## config.mk

```make
export PLATFORM = sky130hd
export DESIGN_NAME = ps2_keyboard_rx
export DESIGN_NICKNAME = d
export VERILOG_FILES = /design/src/rtl/ps2_keyboard_rx.sv
export SDC_FILE = /design/constraint.sdc
export NUM_CORES = 1
export LEC_CHECK = 0
export BUFFER_PORTS_ARGS = -buffer_cell sky130_fd_sc_hd__buf_2
export CORE_AREA = 2 2 124 126
export CTS_CLUSTER_SIZE = 25
export DETAILED_ROUTE_END_ITERATION = 8
export DIE_AREA = 0 0 126 128
export PLACE_DENSITY = 0.74
export SLEW_MARGIN = 40
export SYNTH_ARGS = -nofsm -noshare
export SYNTH_HDL_FRONTEND = slang
export SYNTH_SLANG_ARGS = --single-unit
```

## constraint.sdc

```tcl
create_clock -name clk -period 6 [get_ports clk]
set_clock_uncertainty 0.15 [all_clocks]
set_input_delay 1.2 -clock clk [delete_from_list [all_inputs] [get_ports clk]]
set_output_delay 1.2 -clock clk [all_outputs]
set_load 0.1 [all_outputs]
```

## src/rtl/ps2_keyboard_rx.sv

```systemverilog
// PS/2 keyboard receiver: deserialises device-to-host frames into a scan-code FIFO read through DATA/STATUS registers.
// Optional macro KBD_BREAK_FILTER_EN drops F0 break prefixes and the key code that follows each one.
module ps2_keyboard_rx #(
   parameter logic [31:0] BASE_ADDR      = 32'h0000_0400,
   parameter int          FIFO_DEPTH     = 16,
   parameter int          TIMEOUT_CYCLES = 25000
) (
   input  logic        clk,
   input  logic        reset,
   input  logic        ps2_clk,
   input  logic        ps2_data,
   input  logic [31:0] address,
   input  logic [31:0] wdata,
   input  logic        wboolean,
   output logic [31:0] rdata,
   output logic        kbd_ready
);

   localparam int AW = $clog2(FIFO_DEPTH);
   localparam int CW = AW + 1;
   localparam int TW = $clog2(TIMEOUT_CYCLES + 1);
   localparam logic [CW-1:0] DEPTH_C = CW'(FIFO_DEPTH);
   localparam logic [TW-1:0] TMO_C   = TW'(TIMEOUT_CYCLES);

   typedef enum logic [1:0] {ST_IDLE = 2'd0, ST_DATA = 2'd1, ST_PARITY = 2'd2, ST_STOP = 2'd3} state_t;

   function automatic logic odd_parity_ok(input logic [7:0] d, input logic p);
      return ^{d, p};
   endfunction

   logic          ps2c_s1_q, ps2c_s2_q, ps2c_prev_q, ps2d_s1_q, ps2d_s2_q;
   state_t        state_q, state_d;
   logic [7:0]    shift_q, shift_d;
   logic [2:0]    bitcnt_q, bitcnt_d;
   logic          par_q, par_d;
   logic [TW-1:0] tmo_q, tmo_d;
   logic [7:0]    fifo_q [FIFO_DEPTH];
   logic [AW-1:0] wr_ptr_q, rd_ptr_q;
   logic [CW-1:0] count_q, count_d;
   logic          ov_q, pe_q, fe_q, kbd_ready_q;
   logic          fall_s, bit_s, good_s, pe_set_s, fe_set_s, tmo_hit_s;
   logic          push_s, pop_s, wr_s, full_s, empty_s, ov_set_s, st_wr_s;
   logic [4:0]    cnt5_s;
   logic          unused_s;

   assign fall_s   = ps2c_prev_q & ~ps2c_s2_q;
   assign bit_s    = ps2d_s2_q;
   assign unused_s = ^{wdata[31:5], wdata[1:0]};

   // Two-flop synchronisers plus delayed clock copy for falling-edge detection
   always_ff @(posedge clk) begin
      if (!reset) begin
         ps2c_s1_q   <= 1'b1;
         ps2c_s2_q   <= 1'b1;
         ps2c_prev_q <= 1'b1;
         ps2d_s1_q   <= 1'b1;
         ps2d_s2_q   <= 1'b1;
      end else begin
         ps2c_s1_q   <= ps2_clk;
         ps2c_s2_q   <= ps2c_s1_q;
         ps2c_prev_q <= ps2c_s2_q;
         ps2d_s1_q   <= ps2_data;
         ps2d_s2_q   <= ps2d_s1_q;
      end
   end

   // Frame state and receive datapath registers
   always_ff @(posedge clk) begin
      if (!reset) begin
         state_q  <= ST_IDLE;
         shift_q  <= 8'h00;
         bitcnt_q <= 3'd0;
         par_q    <= 1'b0;
         tmo_q    <= '0;
      end else begin
         state_q  <= state_d;
         shift_q  <= shift_d;
         bitcnt_q <= bitcnt_d;
         par_q    <= par_d;
         tmo_q    <= tmo_d;
      end
   end

   // Frame FSM next-state; advances only on synchronised PS/2 falling edges
   always_comb begin
      state_d   = state_q;
      shift_d   = shift_q;
      bitcnt_d  = bitcnt_q;
      par_d     = par_q;
      tmo_d     = tmo_q;
      good_s    = 1'b0;
      pe_set_s  = 1'b0;
      fe_set_s  = 1'b0;
      tmo_hit_s = 1'b0;
      if (fall_s) begin
         tmo_d = '0;
         case (state_q)
            ST_IDLE: begin
               if (!bit_s) begin
                  state_d  = ST_DATA;
                  bitcnt_d = 3'd0;
               end else begin
                  state_d = ST_IDLE;
               end
            end
            ST_DATA: begin
               shift_d  = {bit_s, shift_q[7:1]};
               bitcnt_d = bitcnt_q + 3'd1;
               if (bitcnt_q == 3'd7) state_d = ST_PARITY;
               else                  state_d = ST_DATA;
            end
            ST_PARITY: begin
               par_d   = bit_s;
               state_d = ST_STOP;
            end
            ST_STOP: begin
               good_s   = bit_s & odd_parity_ok(shift_q, par_q);
               pe_set_s = ~odd_parity_ok(shift_q, par_q);
               fe_set_s = ~bit_s;
               state_d  = ST_IDLE;
            end
            default: state_d = ST_IDLE;
         endcase
      end else if (state_q != ST_IDLE) begin
         if (tmo_q == TMO_C) begin
            state_d   = ST_IDLE;
            tmo_d     = '0;
            tmo_hit_s = 1'b1;
         end else begin
            tmo_d = tmo_q + TW'(1);
         end
      end else begin
         tmo_d = '0;
      end
   end

`ifdef KBD_BREAK_FILTER_EN
   logic break_q, break_d;

   // Break filter: F0 arms, the following good byte is swallowed
   always_comb begin
      break_d = break_q;
      push_s  = 1'b0;
      if (good_s) begin
         if (shift_q == 8'hF0) begin
            break_d = 1'b1;
         end else if (break_q) begin
            break_d = 1'b0;
         end else begin
            push_s = 1'b1;
         end
      end else if (tmo_hit_s) begin
         break_d = 1'b0;
      end else begin
         break_d = break_q;
      end
   end

   // Break-pending flag register
   always_ff @(posedge clk) begin
      if (!reset) break_q <= 1'b0;
      else        break_q <= break_d;
   end
`else
   assign push_s = good_s;
`endif

   assign empty_s  = (count_q == '0);
   assign full_s   = (count_q == DEPTH_C);
   assign pop_s    = wboolean && (address == BASE_ADDR) && !empty_s;
   assign st_wr_s  = wboolean && (address == (BASE_ADDR + 32'd4));
   // A push into a full FIFO still lands when the head is popped in the same cycle
   assign wr_s     = push_s && (!full_s || pop_s);
   assign ov_set_s = push_s && full_s && !pop_s;
   assign count_d  = count_q + CW'(wr_s) - CW'(pop_s);
   assign cnt5_s   = 5'(count_q);

   // Scan-code storage; contents need no reset since pointers gate visibility
   always_ff @(posedge clk) begin
      if (wr_s) fifo_q[wr_ptr_q] <= shift_q;
   end

   // FIFO pointers, count, sticky flags and ready output
   always_ff @(posedge clk) begin
      if (!reset) begin
         wr_ptr_q    <= '0;
         rd_ptr_q    <= '0;
         count_q     <= '0;
         ov_q        <= 1'b0;
         pe_q        <= 1'b0;
         fe_q        <= 1'b0;
         kbd_ready_q <= 1'b0;
      end else begin
         if (wr_s)  wr_ptr_q <= wr_ptr_q + AW'(1);
         if (pop_s) rd_ptr_q <= rd_ptr_q + AW'(1);
         count_q     <= count_d;
         ov_q        <= ov_set_s | (ov_q & ~(st_wr_s & wdata[2]));
         pe_q        <= pe_set_s | (pe_q & ~(st_wr_s & wdata[3]));
         fe_q        <= fe_set_s | (fe_q & ~(st_wr_s & wdata[4]));
         // Lags a push by one cycle but drops together with the emptying pop
         kbd_ready_q <= (count_d != '0) && (count_q != '0);
      end
   end

   assign kbd_ready = kbd_ready_q;

   // Register read mux
   always_comb begin
      rdata = 32'h0000_0000;
      if (address == BASE_ADDR) begin
         if (!empty_s) rdata = {23'd0, 1'b1, fifo_q[rd_ptr_q]};
         else          rdata = 32'h0000_0000;
      end else if (address == (BASE_ADDR + 32'd4)) begin
         rdata = {19'd0, cnt5_s, 3'd0, fe_q, pe_q, ov_q, full_s, !empty_s};
      end else begin
         rdata = 32'h0000_0000;
      end
   end

endmodule

```

* After elaboration in Yosys (flattened, before gate mapping)
Memories as Yosys holds them, arrays and structs flattened. A register that Yosys moved wholly into a read port is not among the register bits.
Index checks and enable logic that the tools add are counted.
** Word-level totals
- Flip-flop bits (word level) :: 51
- Input bits :: 69
- Memories :: 1
- Memory bits (writable) :: 128
** Operators by class
- Reduce and logical (&&, ||, !) cells :: 25
- Bitwise gates (word level) :: 19
- Equal/unequal tests :: 9
- $add $sub $neg :: 6
- Mux-type cells :: 21
** Memory list
- fifo_q :: depth 16, bits a word 8, rd ports 1, clocked after memory_dff 1, wr ports 1, line 37 : logic [7:0] fifo_q [FIFO_DEPTH];
** Operators with widths (count)
- $eq 32x11->1 const B :: 2
- $mux 32 :: 1
- $add 15x1->15 const B :: 1
- $eq 15x15->1 const B :: 1
- $mux 13 :: 1
- $reduce_bool 5->1 :: 2
- $mux 1 :: 9
- $mux 9 :: 1
- $reduce_xor 9->1 :: 1
- $add 4x1->4 const B :: 2
- $and 1x1->1 :: 8
- $mux 2 :: 4
- $mux 4 :: 2
- $not 1->1 :: 8
- $pmux 2 s4 :: 1
- $reduce_bool 2->1 :: 4
- $logic_and 1x1->1 :: 7
- $pmux 3 s2 :: 1
- $reduce_and 2->1 :: 3
- $add 5x1->5 :: 1
- $eq 5x5->1 const B :: 1
- $logic_not 5->1 :: 1
- $sub 5x1->5 :: 1
- $eq 2x2->1 const B :: 2
- other kinds (11) :: 15

* Depth between registers and ports, before layout
- Word-level depth :: 9
- Depth in mapped cells :: 16
- Depth with buffers taken out :: 15

* Worst setup path after synthesis
OpenSTA, ideal clock, no wires.
- Path kind :: input to output
- From :: in address[18]
- To :: out rdata[8]
- Slack :: 0.153 ns
- Data arrival time :: 4.497 ns
- Stages :: 5
- Buffers on the path :: 0
- Cells stage by stage :: nor4_2 > nand3_1 > nor4_1 > inv_1 > o21ai_0
** Between the ends
- Longest elaborated chain between the ends :: 3
** RTL lines
- start: declaration :: line 12 : input logic [31:0] address,
- $eq 32x11->1 :: line 213 : end else if (address == (BASE_ADDR + 32'd4)) begin
- $mux 13 :: line 213
- $mux 32 (*) :: line 210 : if (address == BASE_ADDR) begin
- end: declaration :: line 15 : output logic [31:0] rdata,
Every way passes the cells marked *; elsewhere a longest branch is shown, timed or not.

* Final worst setup path
- From :: in address[8]
- To :: out rdata[3]
The elaborated chain is that of the path after synthesis.

==> impl_metrics.ini <==
[placed_design]
io_buffers = 53
hpwl_um = 10100
place_congestion = 0.834

[global_routing]
grt-ovfl-total = 0
antenna_found_initial = 0
grt_pass1_wl_um = 23100
grt_max_degree = 33
grt_pass1_vias = 4419
grtUsageTotal_pct = 18.9

[floorplan]
dieHeight_um = 128
fp-row-count = 45
initial_core_util_pct = 52.5
coreArea_um2 = 14900
die_x_um = 126
num_io_pins = 102
die_area_um2 = 16100

[setup_path]
crit_path_end_kind = output port
path_common_cell = buf_2
cp-start-kind = input pin
crit_type = in2out
reg2reg_slack_ns = 2.27
crit_arrival_ns = 3.35
worstPathRequired_ns = 4.65
crit_path_max_incr_delay_ns = 0.48
cp_slowest_cell = nor4_2
cp_max_fo = 8
path_cells = buf_2 > nor4b_2 > nand4_1 > nor4_2 > inv_1 > o22ai_1 > buf_2
r2r_cells = 11

[sta]
setup_viol = 0
rsz0062_at_grt = false
hold_viol_final = 0
totalNegativeSetupSlack_ns = 0
hold_slack_ns = 0.260
drv_slew = 0
min_period_ns = 4.70
clock.fmax_mhz = 213
tightestPinTransition_ns = 0.731
slew_headroom_pct = 51.2
period_share_pct = 78.3

[layout]
nets = 671
mostFrequentLayoutCells = edfxtp_1, dfxtp_1, buf_2
final_common_cell = edfxtp_1
nFillCells = 1086
n_antenna_cell = 0
layout-drive-gt1-share_pct = 23.9
area.growth.synth_to_final_pct = 12.9

[routing]
firstDrtPassIters = 4
routed_wl_um = 14700
post_drt_via_cell_ratio = 5.57
drt_iter0_markers = 389
drt-wirelength-per-cell_um = 18.6
drtAntennaViolNets = 0
via_count = 4383
drc = 0

[cts]
clkLatencyLatePin_ns = 0.43
clk_path_buf_depth = 2
cts_resized = 0
hold_buffers = 0
cts_made_buffers = 17
tritoncts = yes
root_buffer = clkbuf_16
cts_setup_buffers = 0
clk_pin_slew_worst_paths_ns = 0.06
cts_num_sinks = 183
h-tree-depth = 4

[logic_synthesis]
synth_ff_type = edfxtp_1
syn_inst = 532
ys_seq_area_share_pct = 63.3
ys_warn_count = 0
syn_area_per_cell_um2 = 14.7
synth_edf_count = 128
ys_ff_latch = 183
synth_cell_types = 57
synthArstFlopShare_pct = 0
syn_area_um2 = 7810

[power]
ir_drop_mv = 0.199
power_leakage_nw = 3.09
p_per_area_nw_per_um2 = 298

[hold_path]
worstHoldPathCells = 1
min_path_type = reg2reg

[outcome]
outcome = complete, no violations

[run]
drv_cap = 0
==> through the flow <==
stage / util [%] / setup WS, ns / instances / instance area, um^2 / power (mW)
4_1_cts: 59.2 / 1.04 / 787 / 8800 / 2.63
2_1_floorplan: - / 0.153 / 550 / 7880 / 1.43
3_5_place_dp: 54.9 / 1.06 / 755 / 8160 / 1.44
6_report: 59.3 / 1.30 / 787 / 8810 / 2.62
3_3_place_gp: 54.8 / 1.17 / 755 / 8150 / 1.44
5_1_grt: 59.3 / 1.11 / 787 / 8810 / 2.69
==> synthesized netlist by cell type (2+ instances only) <==
cell type	number	area, um^2
mux2i_1	7	70.1
a21oi_1	16	80.1
xnor2_1	12	105
nand4_1	5	31.3
a31oi_1	2	12.5
nor2b_1	5	31.3
o21ai_0	7	35.0
edfxtp_1	128	3840
nor3_1	5	25.0
buf_4	20	150
nor4_1	3	18.8
dfxtp_1	55	1100
nor2_1	42	158
nor4b_2	2	30.0
or3_1	2	12.5
xor2_1	10	87.6
nor4_2	3	37.5
and4_1	3	26.3
nand4b_1	2	17.5
buf_2	4	20.0
a22oi_1	2	15.0
mux4_2	40	901
nand3_1	8	40.0
nand2_1	31	116
and2b_2	3	26.3
o21a_1	2	15.0
nand2b_1	8	50.1
clkbuf_1	10	37.5
or4b_1	2	20.0
and2_1	11	68.8
inv_1	27	101
and3_1	13	81.3
o22ai_1	4	25.0
ha_1	15	188
==> state kept, by name (all words and copies together), names as in the netlist, 2 cells and up, named ones only <==
name,cells
shift_q,8
rd_ptr_q,4
fifo_q,128
tmo_q,15
wr_ptr_q,4
cnt5_s,5
state_q,2
bitcnt_q,3
==> path summary, 6_finish.rpt <==
path	from	endpoint
worst max-delay path	address[8]	rdata[3]
worst min-delay path	ps2d_s1_q$_SDFF_PN1_	bit_s$_SDFF_PN1_
worst max register to register	shift_q[5]$_SDFFE_PN0P_	kbd_ready$_SDFF_PN0_
worst min register to register	ps2d_s1_q$_SDFF_PN1_	bit_s$_SDFF_PN1_
==> power breakdown <==
group	leakage [nW]	internal, mW	switching, mW
sequential	1.63	1.33	0.00111
combinational	1.14	0.0126	0.0645
clock	0.314	0.741	0.471
==> logic make-up after synthesis <==
group                    after synthesis  synth area share [%]
XOR/XNOR                              24                  3.06
multiplexers                          47                  12.4
buffers and inverters                 65                  4.37
AO/OA/AOI/OAI                         43                  3.41
flip-flops                           183                  63.3
adder cells (fa/ha/maj)               16                  2.66
AND/OR/NAND/NOR                      153                  10.7
other                                  1                0.0480
==> critical path: cells and delay by family <==
| kind | cells | cell delay [ns] |
|---|---|---|
| AO/OA/AOI/OAI | 1 | 0.29 |
| AND/OR/NAND/NOR | 3 | 0.99 |
| buffers and inverters | 3 | 0.86 |
==> routing by layer <==
layer	GRT usage [%]	share of wire (%)	vias up
met5	0	0	-
met4	6.79	1.7	0
met3	3.92	4.3	18
met2	32.8	52	118
met1	23.5	42	2194
li1	-	-	2053
==> area by class of cell <==
class                   instances  area (um^2)  share of cell area, %
well taps                     188          235                   2.67
clock buffers                  17          425                   4.83
inverters                      28          105                   1.19
repair buffers                 54          273                   3.09
flip-flops and latches        183         4950                   56.2
clock inverters                15          224                   2.54
multi-input cells             302         2600                   29.5
No activity file was read; power rests on OpenSTA's default activity.
